<file path="config.mk">
export PLATFORM = sky130hd
export DESIGN_NAME = mem_bus_arb2
export DESIGN_NICKNAME = d
export VERILOG_FILES = /design/src/rtl/mem_bus_pkg.sv /design/src/rtl/rr_arb2.sv /design/src/rtl/mem_bus_arb2.sv
export SDC_FILE = /design/constraint.sdc
export NUM_CORES = 1
export LEC_CHECK = 0
export ABC_AREA = 1
export BUFFER_PORTS_ARGS = -buffer_cell sky130_fd_sc_hd__buf_2
export CORE_AREA = 2 2 131 133
export CTS_CLUSTER_SIZE = 14
export DETAILED_ROUTE_END_ITERATION = 6
export DIE_AREA = 0 0 133 135
export PLACE_DENSITY_LB_ADDON = 0.1
export SYNTH_ARGS = -nofsm -noshare
export SYNTH_HDL_FRONTEND = slang
export SYNTH_SLANG_ARGS = --single-unit
export TNS_END_PERCENT = 50
</file>
<file path="constraint.sdc">
create_clock -name clk -period 2.2 [get_ports clk]
set_clock_uncertainty 0.05 [all_clocks]
set_input_delay 0.33 -clock clk [delete_from_list [all_inputs] [get_ports clk]]
set_output_delay 0.33 -clock clk [all_outputs]
set_load 0.05 [all_outputs]
</file>
<file path="src/rtl/mem_bus_pkg.sv">
// Shared constants, state encoding and request payload for native memory bus blocks.
package mem_bus_pkg;

  localparam int unsigned MEM_AW = 32;
  localparam int unsigned MEM_DW = 32;
  localparam int unsigned MEM_SW = 4;

  localparam logic [MEM_DW-1:0] ERR_RDATA_DEF = 32'hDEADBEEF;

  typedef enum logic {
    IDLE = 1'b0,
    BUSY = 1'b1
  } bus_state_e;

  typedef struct packed {
    logic [MEM_AW-1:0] addr;
    logic [MEM_DW-1:0] wdata;
    logic [MEM_SW-1:0] wstrb;
  } mem_req_t;

endpackage

</file>
<file path="src/rtl/rr_arb2.sv">
// Two-way round-robin pick: a lone requester wins, a tie goes to the one not served last.
module rr_arb2 (
  input  logic [1:0] req_i,
  input  logic       last_i,
  output logic       gnt_o
);

  always_comb begin
    gnt_o = 1'b0;
    case (req_i)
      2'b10:   gnt_o = 1'b1;
      2'b11:   gnt_o = ~last_i;
      default: gnt_o = 1'b0;
    endcase
  end

endmodule

</file>
<file path="src/rtl/mem_bus_arb2.sv">
// Two-master round-robin arbiter for the picorv32 native bus with a no-response watchdog.
module mem_bus_arb2
  import mem_bus_pkg::*;
#(
  parameter int unsigned       TIMEOUT   = 255,
  parameter logic [MEM_DW-1:0] ERR_RDATA = ERR_RDATA_DEF
) (
  input  logic              clk,
  input  logic              rst_n,
  input  logic              m0_valid,
  output logic              m0_ready,
  input  logic [MEM_AW-1:0] m0_addr,
  input  logic [MEM_DW-1:0] m0_wdata,
  input  logic [MEM_SW-1:0] m0_wstrb,
  output logic [MEM_DW-1:0] m0_rdata,
  input  logic              m1_valid,
  output logic              m1_ready,
  input  logic [MEM_AW-1:0] m1_addr,
  input  logic [MEM_DW-1:0] m1_wdata,
  input  logic [MEM_SW-1:0] m1_wstrb,
  output logic [MEM_DW-1:0] m1_rdata,
  output logic              s_valid,
  input  logic              s_ready,
  output logic [MEM_AW-1:0] s_addr,
  output logic [MEM_DW-1:0] s_wdata,
  output logic [MEM_SW-1:0] s_wstrb,
  input  logic [MEM_DW-1:0] s_rdata,
  output logic              err,
  output logic [MEM_AW-1:0] err_addr
);

  localparam int unsigned CNT_W    = 16;
  localparam logic [CNT_W-1:0] CNT_LAST = CNT_W'(TIMEOUT - 1);

  bus_state_e        state_q, state_d;
  logic              gnt_q, gnt_d;
  logic              last_q, last_d;
  logic [CNT_W-1:0]  cnt_q, cnt_d;
  logic              err_q, err_d;
  logic [MEM_AW-1:0] err_addr_q, err_addr_d;

  logic              arb_gnt;
  logic              busy;
  logic              sel_valid;
  mem_req_t          sel_req;
  logic              to_hit;
  logic              s_done;
  logic              m_ack;
  logic [MEM_DW-1:0] m_rdata;

  rr_arb2 u_rr_arb2 (
    .req_i  ({m1_valid, m0_valid}),
    .last_i (last_q),
    .gnt_o  (arb_gnt)
  );

  // Granted master's request, also driven onto the slave bus while idle.
  always_comb begin
    if (gnt_q) begin
      sel_valid = m1_valid;
      sel_req   = '{addr: m1_addr, wdata: m1_wdata, wstrb: m1_wstrb};
    end else begin
      sel_valid = m0_valid;
      sel_req   = '{addr: m0_addr, wdata: m0_wdata, wstrb: m0_wstrb};
    end
  end

  // A late s_ready in the last watchdog cycle still completes normally, so the
  // slave must not derive s_ready combinationally from s_valid.
  assign busy    = (state_q == BUSY);
  assign to_hit  = busy & sel_valid & ~s_ready & (cnt_q == CNT_LAST);
  assign s_valid = busy & sel_valid & ~to_hit;
  assign s_done  = s_valid & s_ready;
  assign m_ack   = s_done | to_hit;
  assign m_rdata = to_hit ? ERR_RDATA : s_rdata;

  assign s_addr   = sel_req.addr;
  assign s_wdata  = sel_req.wdata;
  assign s_wstrb  = sel_req.wstrb;

  assign m0_ready = m_ack & ~gnt_q;
  assign m1_ready = m_ack & gnt_q;
  assign m0_rdata = (busy & ~gnt_q) ? m_rdata : '0;
  assign m1_rdata = (busy & gnt_q) ? m_rdata : '0;

  assign err      = err_q;
  assign err_addr = err_addr_q;

  always_comb begin
    state_d    = state_q;
    gnt_d      = gnt_q;
    last_d     = last_q;
    cnt_d      = cnt_q;
    err_d      = 1'b0;
    err_addr_d = err_addr_q;
    case (state_q)
      IDLE: begin
        if (m0_valid | m1_valid) begin
          gnt_d   = arb_gnt;
          cnt_d   = '0;
          state_d = BUSY;
        end
      end
      BUSY: begin
        if (!sel_valid) begin
          // Master withdrew its request: drop it without a ready, keep fairness history.
          state_d = IDLE;
          cnt_d   = '0;
        end else if (s_done) begin
          state_d = IDLE;
          last_d  = gnt_q;
          cnt_d   = '0;
        end else if (to_hit) begin
          state_d    = IDLE;
          last_d     = gnt_q;
          cnt_d      = '0;
          err_d      = 1'b1;
          err_addr_d = sel_req.addr;
        end else begin
          cnt_d = cnt_q + CNT_W'(1);
        end
      end
      default: state_d = IDLE;
    endcase
  end

  always_ff @(posedge clk or negedge rst_n) begin
    if (!rst_n) begin
      state_q    <= IDLE;
      gnt_q      <= 1'b0;
      last_q     <= 1'b1;
      cnt_q      <= '0;
      err_q      <= 1'b0;
      err_addr_q <= '0;
    end else begin
      state_q    <= state_d;
      gnt_q      <= gnt_d;
      last_q     <= last_d;
      cnt_q      <= cnt_d;
      err_q      <= err_d;
      err_addr_q <= err_addr_d;
    end
  end

endmodule

</file>
=== After elaboration in Yosys (flattened, before gate mapping) ===
Index checks and enable logic that the tools add are counted.

* Bits in registers: 52
* Input bits: 173
* Word-level logic and storage cells: 54

* Add/sub/neg operators: 1
* Equality and inequality tests: 4
* Mux-type cells: 22
* Bitwise logic cells: 17
* Reduce and logical (&&, ||, !) cells: 4

{| class="wikitable"
|+ Operator list
! operator !! count
|-
| $mux 32 || 3
|-
| $mux 68 || 1
|-
| $mux 16 || 4
|-
| $pmux 16 s2 || 1
|-
| $add 16x1->16 const B || 1
|-
| $eq 16x8->1 const B || 1
|-
| $mux 1 || 11
|-
| $and 1x1->1 || 9
|-
| $not 1->1 || 6
|-
| $eq 2x2->1 const B || 2
|-
| $pmux 1 s2 || 2
|-
| $reduce_and 4->1 || 1
|-
| $reduce_and 3->1 || 1
|-
| $ne 2x2->1 const B || 1
|-
| $or 1x1->1 || 2
|-
| $reduce_and 2->1 || 1
|-
| $reduce_bool 2->1 || 1
|}

=== Longest topological paths before layout ===
* Word-level depth: 10
* Depth in mapped cells: 9
* Mapped depth without buffers: 9

=== By module ===
A second synthesis with hierarchy kept.

* Cell total of the unflattened synthesis: 642
* Area, all modules: 3838.7 µm²

{| class="wikitable"
|+ Modules (own cells, without submodules)
! module !! instances !! cells each !! area an instance (µm²) !! seq. area each (µm²)
|-
| mem_bus_arb2 || 1 || 640 || 3826.2 || 1302.5
|-
| rr_arb2 || 1 || 2 || 12.5 || 0.0
|}

=== Worst setup path before layout ===
No wires, ideal clock.

* Path kind: register to output
* Start: register cnt_q[0]
* End: output m1_rdata[14]
* Arrival time: 2.134 ns
* Data required time: 1.820 ns
* Setup slack: -0.314 ns
* Stages on the path, launching flop included: 9
* Buffers on the path: 1
* Cells stage by stage: dfrtp_1 -> inv_1 -> ha_1 -> nand3_1 -> nor2_1 -> nand2_1 -> nor2_2 -> buf_2 -> nor3_1

* Cells in the longest elaborated chain, start to end: 4

{| class="wikitable"
|+ Ends and longest elaborated chain
! what !! line !! RTL
|-
| start, declared || mem_bus_arb2.sv:38 || <nowiki>logic [CNT_W-1:0] cnt_q, cnt_d;</nowiki>
|-
| start signal, assigned || mem_bus_arb2.sv:139 || <nowiki>cnt_q <= cnt_d;</nowiki>
|-
| $eq 16x8->1 || mem_bus_arb2.sv:71 || <nowiki>assign to_hit = busy & sel_valid & ~s_ready & (cnt_q == CNT_LAST);</nowiki>
|-
| $and 1x1->1 || mem_bus_arb2.sv:71 ||
|-
| $mux 32 || mem_bus_arb2.sv:75 || <nowiki>assign m_rdata = to_hit ? ERR_RDATA : s_rdata;</nowiki>
|-
| $mux 32 || mem_bus_arb2.sv:84 || <nowiki>assign m1_rdata = (busy & gnt_q) ? m_rdata : '0;</nowiki>
|-
| end, declared || mem_bus_arb2.sv:21 || <nowiki>output logic [MEM_DW-1:0] m1_rdata,</nowiki>
|}

No other way between the ends.

=== Worst setup path in the final report ===
* Start: register cnt_q[6]
* End: output m0_rdata[9]

* Cells in the longest elaborated chain, start to end: 4

{| class="wikitable"
|+ Ends and longest elaborated chain
! what !! line !! RTL
|-
| $eq 16x8->1 || mem_bus_arb2.sv:71 ||
|-
| $and 1x1->1 || mem_bus_arb2.sv:71 ||
|-
| $mux 32 || mem_bus_arb2.sv:75 ||
|-
| $mux 32 || mem_bus_arb2.sv:83 || <nowiki>assign m0_rdata = (busy & ~gnt_q) ? m_rdata : '0;</nowiki>
|-
| end, declared || mem_bus_arb2.sv:15 || <nowiki>output logic [MEM_DW-1:0] m0_rdata,</nowiki>
|}

No other way between the ends.

==> run summary <==
top sig layer -> met4
Worst path most repeated cell -> buf_4
drt first pass iters -> 5
met2 WL -> 10,790 microns
DIE HEIGHT -> 135 microns
CP max stage cell -> dfrtp_1
Area Growth Syn to Fin -> 93.20%
Netlist cell types -> 24
CTS Sinks -> 52
crit-path max cell delay -> 0.42 ns
number of synthesized flops with an enable pin -> 0
# fillers -> 1,725
Core Box Area -> 16,410 sq um
share of cells above drive strength 1 -> 0.4719
status -> complete, but fails checks
Yosys top cell by area -> nand2_1
Power Dens Cells -> 1185 nW/um^2
Final Hold Fails -> 0
Die X -> 133 microns
async set-reset flop share out of synthesis -> 1.000
CP required -> 1.82 ns
nets@finish -> 1,187
Hold/Removal Path Class -> input pin to flip-flop
Starting DRT DRC Count -> 268
final worst slack -> -0.1308 ns
critical-path maximum fanout -> 7
# H-tree levels -> 2
Setup crit end kind -> primary output
Clock Latency Late Sink -> 0.29 ns
Max-slew headroom -> 0.6555
Overflow after GRT -> 0
Synth Net Count -> 827
Syn Area/Cell -> 5.868 sq um
GRT Total Usage -> 0.1971
clock slew at reported path FFs -> 0.07 ns
sequential area share after synthesis -> 0.3404
top-count cell post-synth -> nand2_1
kind of start point of the critical path -> flip-flop
largest net degree at the start of global routing -> 43
vias per inst -> 4.431
largest cells by area after synthesis -> nand2_1 36%, dfrtp_1 33%, a21oi_1 6.5%
CTS tree -> yes
Peak Freq -> 0.4290 GHz
# DRC -> 0
Std-Cell Rows -> 47
number of max-cap violations -> 0
fin crit period -> 2.331 ns
WP buf/inv -> 4
Routed WL -> 20,320 microns
endpoints failing setup -> 64
failing checks -> setup timing
Yosys top cell area share -> 0.3649
synth cell count leaders -> 372 x nand2_1, 51 x dfrtp_1, 50 x a21oi_1
cell-by-cell trace of the critical path -> nand4_1, buf_4, nor2_4, nand3_4, buf_12, buf_6, a21oi_1, buf_4
count of state elements after synthesis -> 52
Slew Viols, Final -> 0
vias in the first global route -> 4,948
# port buffers -> 340
CTS Buf Count -> 5
peak supply drop -> 0.0006859 V
hold slack -> 0.2877 ns
Finished Core Util -> 0.4505
Post-synth top flop -> dfrtp_1
antenna violations before repair -> 3
Final HPWL DP -> 13,880 microns
Initial Util -> 0.2332
Setup TNS -> -4.229 ns
first-pass GRT wire length -> 27,900 microns
Post-Synthesis Cell Area -> 3826 sq um
RSZ-0062 raised after global routing -> yes
die area -> 17,960 sq um
Leak -> 4.186 nW
Least-Margin Pin Slew -> 0.5162 ns
wire per inst -> 16.41 microns
crit share post-route -> 1.059
CP arrival -> 1.95 ns
Via Count -> 5,486
delay-heaviest family, CP -> buffers and inverters
gpl congestion -> 0.8644
CP Class -> flip-flop to primary output
CTS root buf -> clkbuf_16
met1 WL -> 8140 microns
Synth Instances -> 652
Clock Tree Buf Depth -> 2
met3 routed WL -> 1008 microns
I/O pin count -> 341
yosys warns -> 0
remaining antenna violation count -> 0
registers in the layout (all words and copies together) (netlist names):
| name | count |
|---|---|
| err | 1 |
| gnt_q | 1 |
| cnt_q | 16 |
| err_addr | 32 |
| last_q | 1 |
| busy | 1 |
through the flow:
stage / area (sq um) / power, mW / setup WS [ns] / cells
2_1_floorplan: 3896 / 5.347 / -0.3141 / 652
3_3_place_gp: 5887 / 6.824 / 0.09581 / 1195
3_5_place_dp: 5887 / 6.805 / 0.09969 / 1195
4_1_cts: 6625 / 8.196 / -0.06217 / 1221
5_1_grt: 7387 / 9.167 / -0.2278 / 1236
6_report: 7392 / 8.761 / -0.1308 / 1238
worst register-to-register path, delay by kind of cell (launching register included):
| kind | cells | cell delay [ns] |
|---|---|---|
| buf+inv | 5 | 0.91 |
| flops | 1 | 0.42 |
| simple gates | 5 | 0.52 |
where the power goes:
group          switching, mW  internal (mW)
Clock                  0.351          0.456
Combinational           5.01           1.89
Sequential            0.0518          0.997
routing by layer:
metal,global-route usage,vias to the layer above
li1,-,2731
met4,0.05735,0
met2,0.3636,182
met1,0.2354,2547
met3,0.03228,26
met5,0,-
timing repair:
action / in CTS / in global routing
hold buffers: 1 / 0
gates cloned: 5 / 6
pin swaps: 1 / 9
gates resized for setup: 104 / 143
endpoints found under the hold margin: 13 / 0
setup buffers: 12 / 7
setup endpoints to repair: 65 / 101
final cells by class:
| cell class | count | area (sq um) | share of cell area |
|---|---|---|---|
| timing repair buffer | 389 | 2763 | 0.3737 |
| multi-input combinational | 515 | 2695 | 0.3646 |
| sequential | 52 | 1306 | 0.1767 |
| tap | 220 | 275.3 | 0.03724 |
| inverter | 49 | 188.9 | 0.02556 |
| clock buffer | 7 | 142.6 | 0.01930 |
| antenna | 5 | 12.51 | 0.001693 |
| clock inverter | 1 | 8.758 | 0.001185 |
placed cells by master (no fill, tap or decap), types with 3 or more instances in the layout:
master,instances
buf_2,272
o21ai_1,14
buf_16,3
a21oi_2,17
nand4_1,5
nand2_2,5
xor2_1,6
dfrtp_2,3
a21oi_1,5
clkbuf_16,10
buf_4,38
nor2_2,4
nor2_1,24
buf_12,8
nand3_1,10
buf_8,5
nor3_2,3
a21oi_4,28
nand3_2,3
inv_1,45
nor3_1,6
buf_6,56
nor3_4,7
nand2_1,367
diode_2,5
dfrtp_1,48
final timing paths:
check                      cells past startpoint  slack, ns            to        start
max                                            8      -0.13   m0_rdata[9]     cnt_q[6]
min                                            5       0.29  err_addr[27]  m0_addr[27]
max reg2reg                                   10       0.19   err_addr[2]     cnt_q[6]
min reg2reg                                    2       0.42        last_q       last_q
max in group asynchronous                      3       1.00      cnt_q[7]        rst_n
min in group asynchronous                      2       0.43  err_addr[10]        rst_n
cell families after synthesis:
family | after synthesis | share of synthesized area
compound gates | 66 | 0.08633
buf+inv | 85 | 0.09974
simple gates | 441 | 0.4532
fa+ha+maj | 2 | 0.006539
flops | 52 | 0.3404
xor+xnor | 6 | 0.01373
Power figures use the tool's default switching activity.
